==> src/rtl/pad_half_duplex_ctrl.sv <==
// pad_half_duplex_ctrl
//   Core-side controller for one PADBID bidirectional pad. Transmits by driving
//   pad_i/pad_oen and receives by sampling pad_c, over a single-wire half-duplex
//   UART-style link: start bit (0), DATA_W data bits LSB first, optional even
//   parity bit, stop bit (1). Guard cycles with the bus released surround every
//   TX frame. A driven bit that reads back differently aborts the frame.
//
//   Optional feature: define PAD_HDX_PARITY_EN to add an even-parity bit
//   (XOR of the data bits) between the data and the stop bit on TX and RX.
//
// Ports
//   CK        in   clock, rising edge
//   RN        in   asynchronous active-low reset
//   tx_valid  in   TX word available
//   tx_data   in   TX word, captured on accept (tx_valid & tx_ready)
//   tx_ready  out  high only in idle while no RX start edge is present
//   rx_valid  out  1-cycle pulse, good frame received
//   rx_data   out  last good RX word, held until the next good frame
//   rx_err    out  1-cycle pulse, framing or parity error
//   col_err   out  1-cycle pulse, collision detected and TX aborted
//   busy      out  controller not idle
//   pad_i     out  to PADBID.I, bit being driven
//   pad_oen   out  to PADBID.OEN, active low
//   pad_c     in   from PADBID.C, pad level
module pad_half_duplex_ctrl #(
   parameter int unsigned DATA_W   = 8,
   parameter int unsigned BIT_CYC  = 16,
   parameter int unsigned TURN_CYC = 2
) (
   input  logic              CK,
   input  logic              RN,
   input  logic              tx_valid,
   input  logic [DATA_W-1:0] tx_data,
   output logic              tx_ready,
   output logic              rx_valid,
   output logic [DATA_W-1:0] rx_data,
   output logic              rx_err,
   output logic              col_err,
   output logic              busy,
   output logic              pad_i,
   output logic              pad_oen,
   input  logic              pad_c
);

`ifdef PAD_HDX_PARITY_EN
   localparam int unsigned ParW = 1;
`else
   localparam int unsigned ParW = 0;
`endif
   localparam int unsigned FrameW = DATA_W + 2 + ParW;
   localparam int unsigned CntMax = (BIT_CYC > TURN_CYC) ? BIT_CYC : TURN_CYC;
   localparam int unsigned CntW   = (CntMax > 2) ? $clog2(CntMax) : 1;
   localparam int unsigned BitW   = $clog2(FrameW);

   localparam logic [CntW-1:0] BitLast  = CntW'(BIT_CYC - 1);
   localparam logic [CntW-1:0] TurnLast = CntW'(TURN_CYC - 1);
   // Counting the cycles of a bit from 1, the read-back check falls on cycle
   // BIT_CYC/2+2: mid-bit on the pad plus the two synchroniser stages.
   localparam logic [CntW-1:0] ColChk   = CntW'(BIT_CYC / 2 + 1);
   // RX bit periods are measured from the c_s edge, one cycle before entry.
   localparam logic [CntW-1:0] SampleAt = CntW'(BIT_CYC / 2 - 1);
   localparam logic [BitW-1:0] StopIdx  = BitW'(FrameW - 1);
   localparam logic [BitW-1:0] DataLast = BitW'(DATA_W);

   typedef enum logic [2:0] {StIdle, StTxTurn, StTxBits, StTxRel, StRxBits} state_e;

   state_e              state_q;
   logic [CntW-1:0]     cnt_q;
   logic [BitW-1:0]     bit_q;
   logic                c_meta_q, c_s_q, prev_q;
   logic [FrameW-1:0]   tx_sh_q;
   logic [DATA_W-1:0]   rx_sh_q;
   logic                rx_par_q;
   logic [DATA_W-1:0]   rx_data_q;
   logic                rx_valid_q, rx_err_q, col_err_q, tx_ready_q, busy_q;
   logic                pad_i_q, pad_oen_q;

   logic                start_edge;
   logic [FrameW-1:0]   tx_frame;
   logic [DATA_W:0]     rx_ext;

   assign start_edge = prev_q & ~c_s_q;
   assign rx_ext     = {c_s_q, rx_sh_q};

`ifdef PAD_HDX_PARITY_EN
   assign tx_frame = {1'b1, ^tx_data, tx_data, 1'b0};
`else
   assign tx_frame = {1'b1, tx_data, 1'b0};
`endif

   always_ff @(posedge CK or negedge RN) begin
      if (!RN) begin
         state_q    <= StIdle;
         cnt_q      <= '0;
         bit_q      <= '0;
         c_meta_q   <= 1'b1;
         c_s_q      <= 1'b1;
         prev_q     <= 1'b1;
         tx_sh_q    <= '1;
         rx_sh_q    <= '0;
         rx_par_q   <= 1'b0;
         rx_data_q  <= '0;
         rx_valid_q <= 1'b0;
         rx_err_q   <= 1'b0;
         col_err_q  <= 1'b0;
         tx_ready_q <= 1'b0;
         busy_q     <= 1'b0;
         pad_i_q    <= 1'b1;
         pad_oen_q  <= 1'b1;
      end else begin
         c_meta_q   <= pad_c;
         c_s_q      <= c_meta_q;
         // Forced low outside idle: a start edge needs c_s seen high in idle first.
         prev_q     <= (state_q == StIdle) ? c_s_q : 1'b0;
         rx_valid_q <= 1'b0;
         rx_err_q   <= 1'b0;
         col_err_q  <= 1'b0;
         tx_ready_q <= 1'b0;
         busy_q     <= (state_q != StIdle);
         pad_oen_q  <= (state_q != StTxBits);
         pad_i_q    <= (state_q == StTxBits) ? tx_sh_q[0] : 1'b1;
         cnt_q      <= cnt_q + 1'b1;

         unique case (state_q)
            StIdle: begin
               cnt_q <= '0;
               bit_q <= '0;
               if (start_edge) begin
                  state_q  <= StRxBits;
                  rx_par_q <= 1'b0;
               end else if (tx_valid && tx_ready_q) begin
                  tx_sh_q <= tx_frame;
                  state_q <= StTxTurn;
               end else begin
                  // Ready is withheld in the cycle a start edge becomes visible.
                  tx_ready_q <= ~(c_s_q & ~c_meta_q);
               end
            end

            StTxTurn: begin
               if (cnt_q == TurnLast) begin
                  state_q <= StTxBits;
                  cnt_q   <= '0;
               end
            end

            StTxBits: begin
               if ((cnt_q == ColChk) && (c_s_q != tx_sh_q[0])) begin
                  col_err_q <= 1'b1;
                  state_q   <= StTxRel;
                  cnt_q     <= '0;
                  bit_q     <= '0;
               end else if (cnt_q == BitLast) begin
                  cnt_q   <= '0;
                  tx_sh_q <= {1'b1, tx_sh_q[FrameW-1:1]};
                  if (bit_q == StopIdx) begin
                     state_q <= StTxRel;
                     bit_q   <= '0;
                  end else begin
                     bit_q <= bit_q + 1'b1;
                  end
               end
            end

            StTxRel: begin
               if (cnt_q == TurnLast) begin
                  state_q    <= StIdle;
                  cnt_q      <= '0;
                  tx_ready_q <= 1'b1;
               end
            end

            StRxBits: begin
               if (cnt_q == BitLast) begin
                  cnt_q <= '0;
                  bit_q <= bit_q + 1'b1;
               end
               if (cnt_q == SampleAt) begin
                  if (bit_q == '0) begin
                     if (c_s_q) begin
                        // Start bit not low at mid-bit: treat as a glitch.
                        state_q    <= StIdle;
                        cnt_q      <= '0;
                        bit_q      <= '0;
                        tx_ready_q <= 1'b1;
                     end
                  end else if (bit_q == StopIdx) begin
                     state_q    <= StIdle;
                     cnt_q      <= '0;
                     bit_q      <= '0;
                     tx_ready_q <= 1'b1;
                     if (c_s_q && !((ParW != 0) && rx_par_q)) begin
                        rx_data_q  <= rx_sh_q;
                        rx_valid_q <= 1'b1;
                     end else begin
                        rx_err_q <= 1'b1;
                     end
                  end else begin
                     // Running XOR over data and parity bits; even parity ends at 0.
                     rx_par_q <= rx_par_q ^ c_s_q;
                     if (bit_q <= DataLast) begin
                        rx_sh_q <= rx_ext[DATA_W:1];
                     end
                  end
               end
            end

            default: begin
               state_q <= StIdle;
            end
         endcase
      end
   end

   assign tx_ready = tx_ready_q;
   assign rx_valid = rx_valid_q;
   assign rx_data  = rx_data_q;
   assign rx_err   = rx_err_q;
   assign col_err  = col_err_q;
   assign busy     = busy_q;
   assign pad_i    = pad_i_q;
   assign pad_oen  = pad_oen_q;

endmodule
==> config.mk <==
export PLATFORM = sky130hd
export DESIGN_NAME = pad_half_duplex_ctrl
export DESIGN_NICKNAME = d
export VERILOG_FILES = /design/src/rtl/pad_half_duplex_ctrl.sv
export SDC_FILE = /design/constraint.sdc
export NUM_CORES = 1
export LEC_CHECK = 0
export ABC_AREA = 1
export ABC_CLOCK_PERIOD_IN_PS = 1780
export CAP_MARGIN = 15
export CORE_MARGIN = 3
export CORE_UTILIZATION = 40
export DETAILED_ROUTE_END_ITERATION = 16
export GPL_TIMING_DRIVEN = 1
export HOLD_SLACK_MARGIN = 0.05
export PLACE_DENSITY_LB_ADDON = 0.05
export SLEW_MARGIN = 20
export SYNTH_ARGS = -nofsm -noshare
export SYNTH_HDL_FRONTEND = slang
export SYNTH_SLANG_ARGS = --single-unit
==> constraint.sdc <==
create_clock -name CK -period 1.78 [get_ports CK]
set_input_delay 0.178 -clock CK [delete_from_list [all_inputs] [get_ports CK]]
set_output_delay 0.178 -clock CK [all_outputs]
set_load 0.03 [all_outputs]
==> results of run 1 <==
## routing by layer
metal	part of all wire	up-vias	track usage
met5	0	-	0
met4	0.014	0	0.0405
met3	0.043	5	0.0362
met2	0.48	28	0.243
met1	0.47	778	0.204
li1	-	910	-
## what timing repair did
action / in CTS / in global routing
endpoints found under the hold margin: 32 / 0
resized for setup: 0 / 2
endpoints found under the setup margin: 0 / 9
setup buffers: 0 / 1
hold buffers: 1 / 0
## registers in the layout, indices dropped and copies added (netlist names), 3 cells and up
name	flops
state_q	3
bit_q	4
tx_sh_q	9
cnt_q	4
rx_data	8
rx_sh_q	8
## per-stage QoR
step | utilization | cells | total power [mW] | hold WS (ns)
after global routing | 0.534 | 372 | 4.32 | 0.274
final | 0.534 | 372 | 3.98 | 0.278
after CTS | 0.531 | 371 | 4.00 | 0.271
after floorplan | - | 263 | 2.60 | -0.118
after global placement | 0.503 | 362 | 3.03 | 0.183
after detailed placement | 0.503 | 362 | 3.03 | 0.181
## cell usage in the layout (no fill, tap or decap)
cell / count
nand2_1: 80
dfrtp_1: 32
inv_1: 29
clkdlybuf4s50_1: 25
nor2_1: 18
o21ai_0: 16
o21ai_2: 16
nand3_1: 15
dfstp_2: 14
buf_4: 7
clkbuf_8: 6
ha_1: 5
a21oi_1: 4
nor2_4: 3
nand2_2: 3
inv_2: 2
nand3b_1: 2
xor2_1: 2
nand4_1: 2
nor3_1: 2
nand3_2: 2
bufinv_16: 2
buf_12: 2
or2_2: 1
o21bai_1: 1
o211ai_1: 1
inv_4: 1
nor2_2: 1
nor3_4: 1
o21a_1: 1
a21oi_2: 1
a21boi_0: 1
or2_0: 1
or2_1: 1
dlygate4sd3_1: 1
buf_2: 1
## final cells by class
type                    count  area, sq um
well taps                  70         87.6
repair buffers             36          358
inverters                  32          123
flip-flops and latches     46         1170
clock buffers               6         82.6
clock inverters             2         60.1
fillers                   502         2470
multi-input cells         180          953
## where the power goes
group	switching, mW	total (mW)	internal, mW
clock	0.352	0.951	0.599
sequential	0.126	1.49	1.36
combinational	0.937	1.54	0.604
total	1.42	3.98	2.56
## worst max-delay path by stage
stage	from	slack, ns	to
2_1_floorplan	bit_q[1]	0.24	rx_data[6]
3_3_place_gp	c_s_q	0.14	bit_q[3]
3_5_place_dp	state_q[2]	0.12	tx_sh_q[0]
4_1_cts	state_q[2]	0.10	tx_sh_q[0]
5_1_grt	bit_q[1]	0.0008	rx_data[4]
6_report	pad_i	0.12	pad_i
## cells by family (layout without fill, tap and decap cells)
group	after synthesis	count (layout)	synth area share
simple gates	132	132	0.257
flops	46	46	0.512
compound gates	41	41	0.122
buf+inv	37	76	0.0740
fa+ha+maj	5	5	0.0274
xor+xnor	2	2	0.00767
==> impl_metrics.sql, run 1 <==
INSERT INTO impl_metrics (metric_group, metric, value, unit) VALUES
('timing', 'timing.setup.tns', '0', 'ns'),
('yosys', 'synth_seq_area_share', '0.512', ''),
('hold_path', 'holdPathStages', '1', ''),
('routing', 'viasPerCell', '4.63', ''),
('power', 'p_per_cell_area', '1400', 'mW/mm^2'),
('cts', 'max-clock-path-buffers', '2', ''),
('timing', 'finalClockSkew', '0.00615', 'ns'),
('yosys', 'postSynthNetCount', '280', ''),
('timing', 'worst-slew-pin-transition', '0.314', 'ns'),
('routing', 'remaining_drc_errors', '0', ''),
('finish', 'layout.cell_area.non_filler', '0.00283', 'sq mm'),
('worst_setup_path', 'worst_setup_path_end_kind', 'primary output', ''),
('worst_setup_path', 'timing.critical_path.max_delay_family', 'buffers and inverters', ''),
('routing', 'first_drt_iteration_drcs', '44', ''),
('cts', 'cts-htree-levels', '2', ''),
('hold_path', 'min-delay-start', 'pad_c', ''),
('yosys', 'synth_common_cells', '80 x nand2_1, 32 x dfrtp_1, 29 x inv_1', ''),
('routing', 'detail_route.wl_per_cell', '11.7', 'microns'),
('yosys', 'synth_area_leaders', 'dfrtp_1 35%, dfstp_2 16%, nand2_1 13%, o21ai_2 6.1%, inv_1 4.8%', ''),
('finish', 'antenna_cells', '0', ''),
('finish', 'layout-drive-gt1-share', '0.209', ''),
('global_routing', 'first_pass_grt_wire_length', '7740', 'microns'),
('timing', 'number_of_endpoints_with_negative_hold_slack_in_the_final_report', '0', ''),
('die', 'start_util', '0.431', ''),
('die', 'dieHeight', '81.6', 'microns'),
('die', 'i_o_pins', '27', ''),
('timing', 'finalWorstPathRequiredPeriod', '1.66', 'ns'),
('power', 'peakVddDrop', '0.000735', 'V'),
('worst_setup_path', 'crit_cells', '1', ''),
('global_routing', 'global_route.overflow_total', '0', ''),
('place', 'detailedPlace.worstSlack', '0.119', 'ns'),
('timing', 'setup_ws', '0.119', 'ns'),
('finish', 'syn2layout_area_growth', '24.1', '%'),
('flow_run', 'cap_violations', '0', ''),
('die', 'die_extent_in_x', '81.6', 'microns'),
('worst_setup_path', 'required', '1.60', 'ns'),
('cts', 'clk_pin_slew', '0.09', 'ns'),
('global_routing', 'grt_usage', '0.151', ''),
('global_routing', 'grt_start_max_net_pins', '47', ''),
('yosys', 'synth_area_leader_cell', 'dfrtp_1', ''),
('yosys', 'syn_inst', '263', ''),
('timing', 'slew_viol_final', '0', ''),
('worst_setup_path', 'timing.critical_path.arrival', '1.48', 'ns'),
('hold_path', 'min_to', 'c_meta_q', ''),
('hold_path', 'hold_path.class', 'in2reg', ''),
('worst_setup_path', 'cp_slowest_cell', 'clkdlybuf4s50_1', ''),
('cts', 'clock_insertion_delay_worst_skew', '0.30', 'ns'),
('run_status', 'status', 'completed', ''),
('place', 'placedInstanceArea', '0.00267', 'sq mm'),
('yosys', 'synth.lib_cells_used.distinct', '32', ''),
('global_routing', 'via_count_of_the_first_global_routing_pass', '1684', ''),
('worst_setup_path', 'length_in_cells_of_the_worst_reg_to_reg_path', '9', ''),
('yosys', 'synthesis.yosys.warnings', '0', ''),
('place', 'place_hpwl', '3190', 'microns'),
('yosys', 'async_reset_ff_frac', '1.00', ''),
('timing', 'ratio_of_final_minimum_period_to_clock_period', '0.933', ''),
('routing', 'postRouteAntennaNets', '0', ''),
('routing', 'wl', '4340', 'microns'),
('yosys', 'yosysTopAreaCellShare', '0.351', ''),
('routing', 'via_count', '1721', ''),
('timing', 'timing.final.setup_violations', '0', ''),
('global_routing', 'antenna_found_initial', '0', ''),
('worst_setup_path', 'reg2reg_from', 'c_s_q', ''),
('die', 'core_footprint', '0.00530', 'sq mm'),
('place', 'portBuffers', '26', ''),
('power', 'leakagePower', '1.33', 'nW'),
('yosys', 'post_synth_instance_area', '0.00228', 'sq mm'),
('die', 'design.die.area', '0.00665', 'sq mm'),
('cts', 'number_of_buffers_created_by_cts', '5', ''),
('yosys', 'synthFlopType', 'dfrtp_1', ''),
('worst_setup_path', 'worst-r2r-setup-slack', '0.16', 'ns');
Note: power is estimated with default switching activity, not from simulation.
==> run 2, diff against run 1 <==
Settings changed: MAX_ROUTING_LAYER set to met4.
==> run 2 against run 1 <==
  * Die area unchanged
  * Via count down 0.41%
  * Flip-flop and latch count did not move
  * Register-to-register slack about the same
  * Fmax about the same
  * Sequential share of layout area unchanged
  * Final area did not move
  * Clock-buffer cell count did not move
  * Worst setup slack better by 0.00094 ns
  * Critical path type unchanged
==> impl_metrics.sql, run 2 (synthesis results as in run 1) <==
INSERT INTO impl_metrics (metric_group, metric, value, unit) VALUES
('die', 'die_extent_in_x', '81.6', 'microns'),
('worst_setup_path', 'crit_path_max_incr_delay', '0.66', 'ns'),
('die', 'placementRows', '26', ''),
('timing', 'finalWorstPathRequiredPeriod', '1.66', 'ns'),
('routing', 'first_pass_iters', '4', ''),
('timing', 'fmax', '0.602', 'GHz'),
('worst_setup_path', 'cp_cell_sequence', 'clkdlybuf4s50_1', ''),
('routing', 'wl', '4330', 'microns'),
('flow_run', 'cap_violations', '0', ''),
('finish', 'layout.nets', '318', ''),
('die', 'i_o_pins', '27', ''),
('timing', 'timing.max_slew.rel_slack', '0.790', ''),
('timing', 'worst-slew-pin-transition', '0.314', 'ns'),
('cts', 'cts_tree', 'done', ''),
('finish', 'num-fill-cells', '502', ''),
('worst_setup_path', 'worst_setup_path_end_kind', 'primary output', ''),
('timing', 'finalClockSkew', '0.00649', 'ns'),
('place', 'portBuffers', '26', ''),
('global_routing', 'met3_usage', '0.0362', ''),
('worst_setup_path', 'cp_slowest_cell', 'clkdlybuf4s50_1', ''),
('worst_setup_path', 'timing.critical_path.max_delay_family', 'buffers and inverters', ''),
('routing', 'detail_route.wl_per_cell', '11.6', 'microns'),
('finish', 'antenna_cells', '0', ''),
('finish', 'layout-drive-gt1-share', '0.209', ''),
('routing', 'first_drt_iteration_drcs', '45', ''),
('worst_setup_path', 'criticalPathCategory', 'reg2out', ''),
('place', 'placedInstanceArea', '0.00267', 'sq mm'),
('timing', 'timing.setup.tns', '0', 'ns'),
('worst_setup_path', 'crit_path_max_fanout', '1', ''),
('global_routing', 'antenna_found_initial', '0', ''),
('finish', 'layout.cell_area.non_filler', '0.00283', 'sq mm'),
('finish', 'multi_input_comb_area', '953', 'sq um'),
('finish', 'largest_reg_flops', '9', ''),
('finish', 'leading_cell_types_in_the_layout_fill_and_taps_excluded', '80 x nand2_1, 32 x dfrtp_1, 29 x inv_1', ''),
('power', 'leakagePower', '1.33', 'nW'),
('die', 'dieHeight', '81.6', 'microns'),
('hold_path', 'hold_path.class', 'in2reg', ''),
('timing', 'rsz0062_at_grt', 'false', ''),
('finish', 'area.sequential', '0.00117', 'sq mm'),
('place', 'place_hpwl', '3190', 'microns'),
('power', 'p_per_cell_area', '1400', 'mW/mm^2'),
('timing', 'ratio_of_final_minimum_period_to_clock_period', '0.932', ''),
('global_routing', 'global_route.peak_usage_layer', 'met2', ''),
('cts', 'clock-sinks', '46', ''),
('global_routing', 'global_route.overflow_total', '0', ''),
('die', 'design.die.area', '0.00665', 'sq mm'),
('cts', 'clock_insertion_delay_worst_skew', '0.30', 'ns'),
('place', 'globalplace.congestion', '0.832', ''),
('cts', 'root_buffer', 'clkbuf_8', ''),
('routing', 'remaining_drc_errors', '0', ''),
('die', 'start_util', '0.431', ''),
('finish', 'layout.cells.most_common', 'nand2_1', ''),
('global_routing', 'grt_start_max_net_pins', '47', ''),
('finish', 'syn2layout_area_growth', '24.1', '%'),
('cts', 'clk_pin_slew', '0.09', 'ns'),
('finish', 'top_register', 'tx_sh_q', ''),
('worst_setup_path', 'timing.critical_path.arrival', '1.48', 'ns'),
('global_routing', 'via_count_of_the_first_global_routing_pass', '1683', ''),
('timing', 'number_of_endpoints_with_negative_hold_slack_in_the_final_report', '0', ''),
('power', 'peakVddDrop', '0.000736', 'V'),
('global_routing', 'grt_usage', '0.155', ''),
('worst_setup_path', 'critical_path.startpoint_type', 'register', ''),
('worst_setup_path', 'required', '1.60', 'ns'),
('timing', 'slew_viol_final', '0', ''),
('global_routing', 'first_pass_grt_wire_length', '7730', 'microns'),
('cts', 'max-clock-path-buffers', '2', ''),
('run_status', 'status', 'completed', ''),
('cts', 'cts-htree-levels', '2', ''),
('timing', 'timing.final.setup_violations', '0', ''),
('die', 'core_footprint', '0.00530', 'sq mm'),
('global_routing', 'grt_util_met1', '0.204', ''),
('worst_setup_path', 'crit_path_buffers_inverters', '1', ''),
('routing', 'viasPerCell', '4.61', ''),
('global_routing', 'gr-usage-met2', '0.243', ''),
('routing', 'via_count', '1714', ''),
('cts', 'number_of_buffers_created_by_cts', '5', ''),
('routing', 'postRouteAntennaNets', '0', '');
==> run 2: what timing repair did <==
action	4_1_cts	5_1_grt
endpoints found under the setup margin	0	9
resized for setup	0	2
hold buffers	1	0
endpoints found under the hold margin	32	0
buffers inserted	0	1
==> run 2: final timing paths <==
kind                           from  cells after the start    endpoint  slack, ns
max                           pad_i                      1       pad_i       0.12
min                           pad_c                      1    c_meta_q       0.28
max reg2reg                   c_s_q                      9    bit_q[3]       0.16
min reg2reg                c_meta_q                      0       c_s_q       0.38
max in group asynchronous        RN                      3       pad_i       1.13
min in group asynchronous        RN                      3  rx_sh_q[0]       0.39
==> run 2: through the flow <==
stage	power (mW)	util	hold slack (ns)	std cells	setup WS [ns]
2_1_floorplan	2.60	-	-0.118	263	0.235
3_3_place_gp	3.03	0.503	0.183	362	0.137
3_5_place_dp	3.03	0.503	0.181	362	0.119
4_1_cts	4.00	0.531	0.271	371	0.102
5_1_grt	4.32	0.534	0.274	372	0.000841
6_report	3.97	0.534	0.278	372	0.120
==> run 2: final cells by class <==
type	instances	area share
sequential	46	0.413
multi-input combinational	180	0.337
timing repair buffer	36	0.126
inverter	32	0.0433
tap	70	0.0309
clock buffer	6	0.0292
clock inverter	2	0.0212
==> run 2: report_power, final <==
part	leakage (nW)	total [mW]	switching (mW)	internal (mW)
logic	0.674	1.54	0.937	0.604
clock network	0.0714	0.947	0.348	0.599
registers	0.584	1.49	0.126	1.36
total	1.33	3.97	1.41	2.56
==> run 2: per-layer routing <==
| metal | share of wire | routed length, microns | vias up |
|---|---|---|---|
| li1 | - | - | 910 |
| met1 | 0.47 | 2050 | 775 |
| met2 | 0.48 | 2060 | 24 |
| met3 | 0.039 | 167 | 5 |
| met4 | 0.013 | 57 | 0 |
| met5 | 0 | 0 | - |
